**src/rtl/add_tree_acc_if.sv**
```systemverilog
// Handshake bundle between the adder tree, the frame accumulator
// and the downstream consumer of frame totals.
interface add_tree_acc_if #(
    parameter int IN_W  = 4,
    parameter int ACC_W = 12,
    parameter int CNT_W = 8
);
    logic             in_valid;
    logic             in_ready;
    logic [IN_W-1:0]  in_data;
    logic [CNT_W-1:0] frame_len;
    logic             out_valid;
    logic             out_ready;
    logic [ACC_W-1:0] out_sum;
    logic             out_ovf;

    modport master (
        output in_valid, in_data, frame_len, out_ready,
        input  in_ready, out_valid, out_sum, out_ovf
    );

    modport slave (
        input  in_valid, in_data, frame_len, out_ready,
        output in_ready, out_valid, out_sum, out_ovf
    );
endinterface

```
**src/rtl/add_tree_acc.sv**
```systemverilog
// Frame accumulator behind the adder tree: sums partial sums over a
// programmable number of beats and hands out a saturated total.
module add_tree_acc #(
    parameter int IN_W  = 4,
    parameter int ACC_W = 12,
    parameter int CNT_W = 8
) (
    input  logic          CLK,
    input  logic          RST,
    add_tree_acc_if.slave bus
);
    typedef enum logic [1:0] {
        IDLE = 2'd0,
        ACC  = 2'd1,
        HOLD = 2'd2
    } state_t;

    state_t           state_q, state_d;
    logic [ACC_W-1:0] acc_q, acc_d;
    logic [CNT_W-1:0] cnt_q, cnt_d;
    logic [CNT_W-1:0] len_q, len_d;
    logic             ovf_q, ovf_d;
    logic             in_ready_q, in_ready_d;
    logic             out_valid_q, out_valid_d;

    logic             accept;
    logic             xfer;
    logic [ACC_W:0]   sum;
    logic [CNT_W-1:0] eff_len;
    logic [CNT_W-1:0] cnt_inc;

    assign accept = bus.in_valid & in_ready_q;
    assign xfer   = out_valid_q & bus.out_ready;

    assign bus.in_ready  = in_ready_q;
    assign bus.out_valid = out_valid_q;
    assign bus.out_sum   = acc_q;
    assign bus.out_ovf   = ovf_q;

    // Next-state, datapath and registered handshake outputs.
    always_comb begin
        state_d = state_q;
        acc_d   = acc_q;
        cnt_d   = cnt_q;
        len_d   = len_q;
        ovf_d   = ovf_q;
        sum     = (ACC_W+1)'(acc_q) + (ACC_W+1)'(bus.in_data);
        cnt_inc = cnt_q + CNT_W'(1);
        eff_len = (bus.frame_len == '0) ? CNT_W'(1) : bus.frame_len;
        case (state_q)
            IDLE: begin
                if (accept) begin
                    len_d   = eff_len;
                    acc_d   = ACC_W'(bus.in_data);
                    cnt_d   = CNT_W'(1);
                    ovf_d   = 1'b0;
                    state_d = (eff_len == CNT_W'(1)) ? HOLD : ACC;
                end
            end
            ACC: begin
                if (accept) begin
                    if (sum[ACC_W]) begin
                        acc_d = '1;
                        ovf_d = 1'b1;
                    end else begin
                        acc_d = sum[ACC_W-1:0];
                    end
                    cnt_d = cnt_inc;
                    if (cnt_inc == len_q) begin
                        state_d = HOLD;
                    end
                end
            end
            HOLD: begin
                if (xfer) begin
                    state_d = IDLE;
                end
            end
            default: state_d = IDLE;
        endcase
        in_ready_d  = (state_d != HOLD);
        out_valid_d = (state_d == HOLD);
    end

    // State and output registers; reset discards any partial frame.
    always_ff @(posedge CLK or posedge RST) begin
        if (RST) begin
            state_q     <= IDLE;
            acc_q       <= '0;
            cnt_q       <= '0;
            len_q       <= '0;
            ovf_q       <= 1'b0;
            in_ready_q  <= 1'b1;
            out_valid_q <= 1'b0;
        end else begin
            state_q     <= state_d;
            acc_q       <= acc_d;
            cnt_q       <= cnt_d;
            len_q       <= len_d;
            ovf_q       <= ovf_d;
            in_ready_q  <= in_ready_d;
            out_valid_q <= out_valid_d;
        end
    end
endmodule
```
**src/flat_wrapper.sv**
```systemverilog
// flat-port wrapper written by rule: the top's interface ports become plain ports
module add_tree_acc_flat 
#(
    parameter int IN_W  = 4,
    parameter int ACC_W = 12,
    parameter int CNT_W = 8
)
  (CLK, RST, bus_in_valid, bus_in_data, bus_frame_len, bus_out_ready, bus_in_ready, bus_out_valid, bus_out_sum, bus_out_ovf);
  add_tree_acc_if #(.IN_W(IN_W), .ACC_W(ACC_W), .CNT_W(CNT_W)) bus_i ();
  input  logic CLK;
  input  logic RST;
  input wire logic [$bits(bus_i.in_valid)-1:0] bus_in_valid;
  input wire logic [$bits(bus_i.in_data)-1:0] bus_in_data;
  input wire logic [$bits(bus_i.frame_len)-1:0] bus_frame_len;
  input wire logic [$bits(bus_i.out_ready)-1:0] bus_out_ready;
  output wire logic [$bits(bus_i.in_ready)-1:0] bus_in_ready;
  output wire logic [$bits(bus_i.out_valid)-1:0] bus_out_valid;
  output wire logic [$bits(bus_i.out_sum)-1:0] bus_out_sum;
  output wire logic [$bits(bus_i.out_ovf)-1:0] bus_out_ovf;
  assign bus_i.in_valid = bus_in_valid;
  assign bus_i.in_data = bus_in_data;
  assign bus_i.frame_len = bus_frame_len;
  assign bus_i.out_ready = bus_out_ready;
  assign bus_in_ready = bus_i.in_ready;
  assign bus_out_valid = bus_i.out_valid;
  assign bus_out_sum = bus_i.out_sum;
  assign bus_out_ovf = bus_i.out_ovf;
  add_tree_acc #(.IN_W(IN_W), .ACC_W(ACC_W), .CNT_W(CNT_W)) u_core (.CLK(CLK), .RST(RST), .bus(bus_i));
endmodule
```
**config.mk**
```make
export PLATFORM = sky130hd
export DESIGN_NAME = add_tree_acc_flat
export DESIGN_NICKNAME = d
export VERILOG_FILES = /design/src/rtl/add_tree_acc_if.sv /design/src/rtl/add_tree_acc.sv /design/src/flat_wrapper.sv
export SDC_FILE = /design/constraint.sdc
export NUM_CORES = 1
export LEC_CHECK = 0
export BUFFER_PORTS_ARGS = -buffer_cell sky130_fd_sc_hd__buf_2
export CAP_MARGIN = 20
export CORE_MARGIN = 2
export CORE_UTILIZATION = 25
export CTS_BUF_LIST = sky130_fd_sc_hd__clkbuf_4
export CTS_CLUSTER_SIZE = 25
export DETAILED_ROUTE_END_ITERATION = 16
export PLACE_DENSITY = 0.5
export SYNTH_ARGS = -nofsm -noshare
export SYNTH_HDL_FRONTEND = slang
export SYNTH_SLANG_ARGS = --single-unit
```
**constraint.sdc**
```tcl
create_clock -name CLK -period 3.3 [get_ports CLK]
set_input_delay 0 -clock CLK [delete_from_list [all_inputs] [get_ports CLK]]
set_output_delay 0 -clock CLK [all_outputs]
set_load 0.03 [all_outputs]
```
# [Yosys cells after proc, flatten, opt, wreduce, memory -nomap -nowiden]
# Index checks and enable logic that the tools add are counted.
[classes] add_sub_neg=2 eq_ne=9 n_mux=18 bitwise_logic=2 reduce_logical=6
[op_table] operator="$mux W12" count=3
[op_table] operator="$mux W8" count=3
[op_table] operator="$pmux W12 S2" count=1
[op_table] operator="$pmux W8 S2" count=1
[op_table] operator="$add A12 B4 Y13" count=1
[op_table] operator="$mux W2" count=5
[op_table] operator="$add A8 B1 Y8 const B" count=1
[op_table] operator="$eq A8 B1 Y1 const B" count=1
[op_table] operator="$eq A8 B8 Y1" count=1
[op_table] operator="$logic_not A8 Y1" count=1
[op_table] operator="$ne A2 B1 Y1 const B" count=3
[op_table] operator="$pmux W2 S3" count=1
[op_table] operator="$eq A2 B2 Y1 const B" count=2
[op_table] operator="$reduce_and A4 Y1" count=1
[op_table] operator="$mux W1" count=3
[op_table] operator="$reduce_and A3 Y1" count=1
[op_table] operator="$and A1 B1 Y1" count=2
[op_table] operator="$eq A2 B1 Y1 const B" count=1
[op_table] operator="$logic_not A2 Y1" count=1
[op_table] operator="$ne A2 B2 Y1 const B" count=1
[op_table] operator="$pmux W1 S2" count=1
[op_table] operator="$reduce_and A2 Y1" count=1
[op_table] operator="$reduce_bool A2 Y1" count=1
[word_totals] register_bits=33 in_bits=16 out_inout_bits=15

# [Depth between registers and ports, before layout]
# Gate-level depths: netlist of run 1.
[logic_depth] word_depth=7 mapped_depth=8

# [Worst setup path after synthesis of run 1]
# No wires, ideal clock.
[synth_path] path_kind="flip-flop to flip-flop" start="register u_core.acc_q[0], in the netlist u_core.bus.out_sum[0]" end="register u_core.acc_q[10], in the netlist u_core.bus.out_sum[10]" arrival_ns=2.002 required_time_ns=3.163 path_slack_ns=1.161 path_stages_with_launch=9 n_path_buf=0 synth_period_minus_slack_ns=2.139 cell_sequence="dfrtp_1 > ha_1 > inv_1 > fa_1 > nor2b_1 > o21ai_1 > and2_1 > o41ai_1 > a2bb2oi_1"
[synth_via] elab_chain_cells=4
[synth_rtl] item="start, declared" line="add_tree_acc.sv:19" text="logic [ACC_W-1:0] acc_q, acc_d;"
[synth_rtl] item="start signal, assigned" line="add_tree_acc.sv:89" text="acc_q <= '0;"
[synth_rtl] item="start signal, assigned" line="add_tree_acc.sv:97" text="acc_q <= acc_d;"
[synth_rtl] item="$add A12 B4 Y13" line="add_tree_acc.sv:47" text="sum = (ACC_W+1)'(acc_q) + (ACC_W+1)'(bus.in_data);"
[synth_rtl] item="$mux W12" line="add_tree_acc.sv:62" text="if (sum[ACC_W]) begin"
[synth_rtl] item="$mux W12" line="add_tree_acc.sv:61" text="if (accept) begin"
[synth_rtl] item="$pmux W12 S2" line="add_tree_acc.sv:50" text="case (state_q)"
# Every way passes these cells. The select of a mux whose other input is x is not followed.
# A chain may end at the register's enable or synchronous reset.

# [Final worst setup path of run 1]
[layout_path] start="register u_core.cnt_q[0]" end="register u_core.out_valid_q, in the netlist u_core.bus.out_valid"
[layout_via] elab_chain_cells=6
[layout_rtl] item="start, declared" line="add_tree_acc.sv:20" text="logic [CNT_W-1:0] cnt_q, cnt_d;"
[layout_rtl] item="start signal, assigned" line="add_tree_acc.sv:98" text="cnt_q <= cnt_d;"
[layout_rtl] item="$add A8 B1 Y8" line="add_tree_acc.sv:48" text="cnt_inc = cnt_q + CNT_W'(1);"
[layout_rtl] item="$eq A8 B8 Y1" line="add_tree_acc.sv:69" text="if (cnt_inc == len_q) begin"
[layout_rtl] item="$mux W2" line="add_tree_acc.sv:69"
[layout_rtl] item="$mux W2" line="add_tree_acc.sv:61"
[layout_rtl] item="$pmux W2 S3" line="add_tree_acc.sv:50"
[layout_rtl] item="$eq A2 B2 Y1" line="add_tree_acc.sv:82" text="out_valid_d = (state_d == HOLD);"
[layout_rtl] item="named net u_core.out_valid_d" line="add_tree_acc.sv:24" text="logic out_valid_q, out_valid_d;"
[layout_rtl] item="end signal, assigned" line="add_tree_acc.sv:102" text="out_valid_q <= out_valid_d;"
[layout_rtl] item="end, declared" line="add_tree_acc.sv:24"
# The timed path passes the listed nets, and every way through them passes these cells.

==> summary.txt, run 1 <==
HP Class - in2reg
Synth Area in Adders - 0.0420
Post-CTS Setup Inserts - 0
GRT Total Usage - 0.121
MaxCap Viol Count - 0
Minimum clock period - 2.15 ns
Synth Flop Type - dfrtp_1
Core area - 7690 sq um
R2R setup slack - 1.15 ns
DR vias/cell - 4.86
Routed Antenna Nets - 0
Die X - 92.7 um
Area Growth Syn to Fin - 21.4%
Starting density of the core - 0.256
Tcrit/Tclk final - 0.650
Sequential Area - 827 sq um
Compound-Gate Fraction of Synth Area - 0.223
Measured slew at the worst slew-check pin - 0.845 ns
Yosys top cell area share - 0.407
First-pass GRT wire length - 8.27 mm
Flops & latches, synth - 33
Total CTS buffers - 5
Crit path kind - reg2reg
Most common cell in the netlist - dfrtp_1
Mapped Area - 1970 sq um
Dpl hpwl - 3.49 mm
Main combinational cell family by area after synthesis - compound AO/OA/AOI/OAI gates
# DRC - 0
Data required, critical path - 3.57 ns
Slew HR - 0.435
Synth Area in Simple Gates - 0.182
Seq/Total Area, Yosys - 0.420
Wire per inst - 13.8 um
Die area - 8590 sq um
Die height - 92.7 um
Maximum number of pins on one net before global-route repair - 26
CTS Root Cell - clkbuf_4
Synth async-reset ratio - 1.00
Yosys warns - 0
Fill cell count - 829
Crit end category - register
PwrDens - 794 nW/um^2
Mapped Cells - 205
Fmax - 466 MHz
Initial antenna violation count - 0
Xor/xnor share of the synthesized area - 0.0445
Crit-path max FO - 8
Post-synth top area cell - dfrtp_1
Antenna cells - 0
Final count of negative-setup-slack endpoints - 0
Commonest cells in the netlist - 32 x dfrtp_1, 22 x nand2_1, 14 x a21oi_1, 11 x o21ai_0, 9 x nor2_1
Yosys cell types - 51
Syn Area/Cell - 9.59 sq um
Final Max Slew Viols - 0
Final hold viol count - 0
Vias in the first global route - 1,673
I/O pin cnt - 31
Wirelength, routed - 4.85 mm
Drt first pass iters - 4
Share of layout cells above drive strength 1 - 0.228
Clock Latency Late Sink - 0.34 ns
Post-synth EDFFs - 0
H-Tree Depth - 2
Vias - 1,709
RSZ-0062 raised after global routing - false
Status - finished clean
GPL Wtd Cong - 0.774
Max IR drop VDD - 0.170 mV
Critical path arrival - 2.42 ns
1st-iter DRT viols - 67
Setup_tns - 0 ns
CTS sink count - 33
Area of the multi-input gates - 1040 sq um
Fin util - 0.311
Startpoint types - register
Bufs on Longest Clock Path - 2
Final #Nets - 271
Largest cells by area after synthesis - dfrtp_1 41%, nand2_1 4.2%, mux2_2 4.0%
Reg clk slew, reported paths - 0.11 ns
Gr ovfl total - 0
Syn_nets - 227
Post-Route Skew - 0.00920 ns
TritonCTS clock tree - built
Row count - 32
I/O Buffers - 30
Leak Pwr - 1.04 nW
Mux cell area share after synthesis - 0.0401
==> timing repair <==
item | in CTS | in global routing
hold buffers | 13 | 0
gates resized for setup | 0 | 0
hold endpoints to repair | 31 | 0
==> metal layers <==
metal | wire length [um] | part of all wire | track usage
met1 | 2360 | 0.49 | 0.173
met2 | 2280 | 0.47 | 0.184
met3 | 112 | 0.023 | 0.0195
met4 | 93 | 0.019 | 0.0490
met5 | 0 | 0 | 0
==> registers in the layout, indices dropped and copies added (netlist names) <==
name / flops
u_core.bus.in_ready: 1
u_core.bus.out_ovf: 1
u_core.bus.out_sum: 12
u_core.bus.out_valid: 1
u_core.cnt_q: 8
u_core.len_q: 8
u_core.state_q: 2
==> cells by family (layout without fill, tap and decap cells) <==
logic type	count (synthesis)	count (layout)
compound gates	66	66
xor+xnor	10	10
fa+ha+maj	6	6
buf+inv	17	62
flops	33	33
mux	7	7
simple gates	66	66
==> layout by cell type, fill, tap and decap left out, types with 2 or more instances in the layout <==
cell           netlist  routed
a21o_1               2       2
a21oi_1             14      14
a2bb2oi_1            3       3
a31o_1               2       2
a31oi_1              5       5
and2_1               2       2
and3_1               2       2
buf_2                1      30
buf_4                0       3
clkbuf_4             0       6
clkinv_2             0       2
dfrtp_1             32      32
dlygate4sd3_1        0      13
ha_1                 5       5
inv_1                8       8
mux2_2               7       7
nand2_1             22      22
nand3_1              7       7
nand4_1              2       2
nor2_1               9       9
nor2b_1              3       3
nor3_1               6       6
o21ai_0             11      11
o21ai_1              6       6
o31ai_1              8       8
o32ai_1              4       4
or3_1                2       2
xnor2_1              5       5
xor2_1               5       5
==> report_power, final <==
group	leakage [nW]	internal, mW	total [mW]	switching (mW)
combinational	0.591	0.388	0.921	0.533
clock	0.0354	0.0895	0.236	0.146
sequential	0.412	0.547	0.739	0.193
==> final timing paths <==
path	start	to	depth (start not counted)
worst max register to register	u_core.cnt_q[0]	u_core.bus.out_valid	6
worst max-delay path	u_core.cnt_q[0]	u_core.bus.out_valid	6
worst min-delay path	bus_out_ready	u_core.bus.in_ready	5
max in group asynchronous	RST	u_core.bus.in_ready	4
worst min register to register	u_core.cnt_q[7]	u_core.cnt_q[7]	1
min in group asynchronous	RST	u_core.cnt_q[2]	3
==> metrics by stage <==
step           worst slack, ns  power, mW  std cells  hold WS (ns)  cell area (sq um)
2_1_floorplan             1.16       1.46        205         0.126               1970
3_5_place_dp              1.14       1.66        331         0.208               2200
4_1_cts                   1.16       1.92        352         0.118               2390
3_3_place_gp              1.20       1.66        331         0.198               2200
5_1_grt                  0.899       2.07        352         0.150               2390
6_report                  1.15       1.90        352         0.123               2390
==> critical path, stage by stage (launching register included) <==
cell	delay, ns
dfrtp_1	0.50
ha_1	0.40
and2_1	0.20
a211o_1	0.13
a31oi_1	0.10
nor4_2	0.53
a31o_1	0.22
==> cell type report <==
type | count | area share
multi-input cells | 155 | 0.438
flip-flops and latches | 33 | 0.346
repair buffers | 46 | 0.127
well taps | 102 | 0.0535
clock buffers | 6 | 0.0189
inverters | 8 | 0.0126
clock inverters | 2 | 0.00419
No activity file was read; power rests on OpenSTA's default activity.
==> run 2: changes to the inputs <==
Clock period 3.3 ns to 2.2 ns, I/O delays scaled along.
==> summary.txt, run 2 (same netlist as run 1, synthesis figures left out) <==
Status - finished clean
Worst R2R Start - u_core.bus.out_sum[0]
# DRC - 0 (unchanged)
Maximum number of pins on one net before global-route repair - 34 (+31%)
CTS Root Cell - clkbuf_4
Placed Instances - 335 (+1.2%)
R2R cell count - 8 (+2)
Clock Latency Late Sink - 0.34 ns (about the same)
H-Tree Depth - 2 (unchanged)
PwrDens - 1190 nW/um^2 (+50%)
Reg clk slew, reported paths - 0.11 ns (about the same)
Area Growth Syn to Fin - 23.1%
Total power - 2.88 mW (+52%)
TritonCTS clock tree - built
Hold_sp - bus_out_ready
Area of the multi-input gates - 1050 sq um (+0.84%)
Largest register FFs - 12 (unchanged)
Wirelength, routed - 5.04 mm (+3.9%)
Wire per inst - 14.1 um (+2.7%)
Die height - 92.7 um (unchanged)
Antenna cells - 0 (unchanged)
Tcrit/Tclk final - 0.937 (+0.287)
Hold endpoint - u_core.bus.in_ready
Row count - 32 (unchanged)
GPL Wtd Cong - 0.771 (-0.49%)
Initial antenna violation count - 0 (unchanged)
Max IR drop VDD - 0.387 mV (+130%)
Final worst slack - 0.139 ns (-1.02 ns)
DR vias/cell - 4.87 (+0.26%)
Minimum clock period - 2.06 ns (-0.0848 ns)
First-pass GRT wire length - 8.54 mm (+3.3%)
Vias - 1,733 (+1.4%)
Setup_tns - 0 ns (unchanged)
Data required, critical path - 2.43 ns (-1.14 ns)
Commonest cells after routing, fill and taps aside - 32 x dfrtp_1, 30 x buf_2, 22 x nand2_1
Final hold viol count - 0 (unchanged)
MaxCap Viol Count - 0 (unchanged)
Bufs on Longest Clock Path - 2 (unchanged)
Final Max Slew Viols - 0 (unchanged)
Crit-path max FO - 5 (-3)
Dpl hpwl - 3.48 mm (-0.37%)
Sequential Area - 827 sq um (unchanged)
Final count of negative-setup-slack endpoints - 0 (unchanged)
Post-CTS Setup Inserts - 0 (unchanged)
Drt first pass iters - 4 (unchanged)
Die X - 92.7 um (unchanged)
Final #Nets - 275 (+1.5%)
RSZ-0062 raised after global routing - true
Crit path kind - reg2reg
R2R Path End - u_core.bus.out_sum[10]
I/O Buffers - 30 (unchanged)
Core area - 7690 sq um (unchanged)
Startpoint types - register
Post-Route Skew - 0.0122 ns (+0.00302 ns)
Fin cells - 356 (+1.1%)
Routed Antenna Nets - 0 (unchanged)
Share of layout cells above drive strength 1 - 0.240 (+0.0122)
Leak Pwr - 1.06 nW (+2.0%)
Worst hold path depth - 5 (unchanged)
Starting density of the core - 0.256 (unchanged)
Measured slew at the worst slew-check pin - 0.495 ns (-0.350 ns)
CTS sink count - 33 (unchanged)
Crit end category - register
Vias in the first global route - 1,738 (+3.9%)
Critical path arrival - 2.29 ns (-0.13 ns)
Die area - 8590 sq um (unchanged)
Pre-CTS WS - 0.136 ns (-1.01 ns)
Gr ovfl total - 0 (unchanged)
Fmax - 485 MHz (+4.1%)
GRT Total Usage - 0.127 (+0.00506)
Leading cell type in the layout, fill and taps excluded - dfrtp_1
R2R setup slack - 0.14 ns (-1.02 ns)
Slew HR - 0.667 (+0.232)
Total CTS buffers - 5 (unchanged)
I/O pin cnt - 31 (unchanged)
HP Class - in2reg
Fill cell count - 816 (-1.6%)
1st-iter DRT viols - 86 (+28%)
run 2: changes by cell type in the layout (fill, tap and decap cells not counted), sizes merged:
cell    change
buf         +4
clkinv      +1
clkbuf      -1
run 2: per-layer routing:
layer	routed length (um)	GRT usage	vias up
li1	-	-	855
met1	2410	0.162	840
met2	2410	0.206	34
met3	133	0.0252	4
met4	72	0.0588	0
met5	0	0	-
run 2: stage by stage:
stage	utilization	cell area (sq um)	hold WS (ns)
after detailed placement	0.290	2230	0.130
after floorplan	-	1970	0.126
after CTS	0.314	2410	0.0999
final	0.315	2420	0.112
after global placement	0.290	2230	0.158
after global routing	0.315	2420	0.147
run 2: power breakdown:
group	switching (mW)	total, mW	internal [mW]
clock network	0.220	0.336	0.116
registers	0.276	1.10	0.820
logic	0.834	1.45	0.616
run 2: what timing repair did:
action	4_1_cts	5_1_grt
gates resized for setup	0	2
endpoints found under the hold margin	44	0
hold buffers	13	0
endpoints found under the setup margin	0	2
run 2: final cells by class:
class	count	area share
clock buffer	5	0.0155
clock inverter	3	0.00517
inverter	8	0.0124
multi-input combinational	155	0.435
sequential	33	0.342
tap	102	0.0527
timing repair buffer	50	0.137
run 2: worst max path at each step:
| stage | start | end | slack [ns] | cells after the start |
|---|---|---|---|---|
| after global placement | u_core.bus.out_sum[0] | u_core.bus.out_sum[10] | 0.19 | 8 |
| after floorplan | u_core.bus.out_sum[0] | u_core.bus.out_sum[10] | 0.06 | 8 |
| after global routing | u_core.bus.out_sum[0] | u_core.bus.out_sum[10] | -0.02 | 8 |
| final | u_core.bus.out_sum[0] | u_core.bus.out_sum[10] | 0.14 | 8 |
| after CTS | u_core.bus.out_sum[0] | u_core.bus.out_sum[10] | 0.11 | 8 |
| after detailed placement | u_core.bus.out_sum[0] | u_core.bus.out_sum[10] | 0.14 | 8 |
run 2: worst max-delay path, cell delays in order (launching register included):
cell       delay [ns]
dfrtp_1          0.38
ha_1             0.18
inv_1            0.05
fa_1             0.39
nor2b_1          0.14
o21ai_1          0.13
and2_2           0.27
o41ai_2          0.31
a2bb2oi_1        0.10
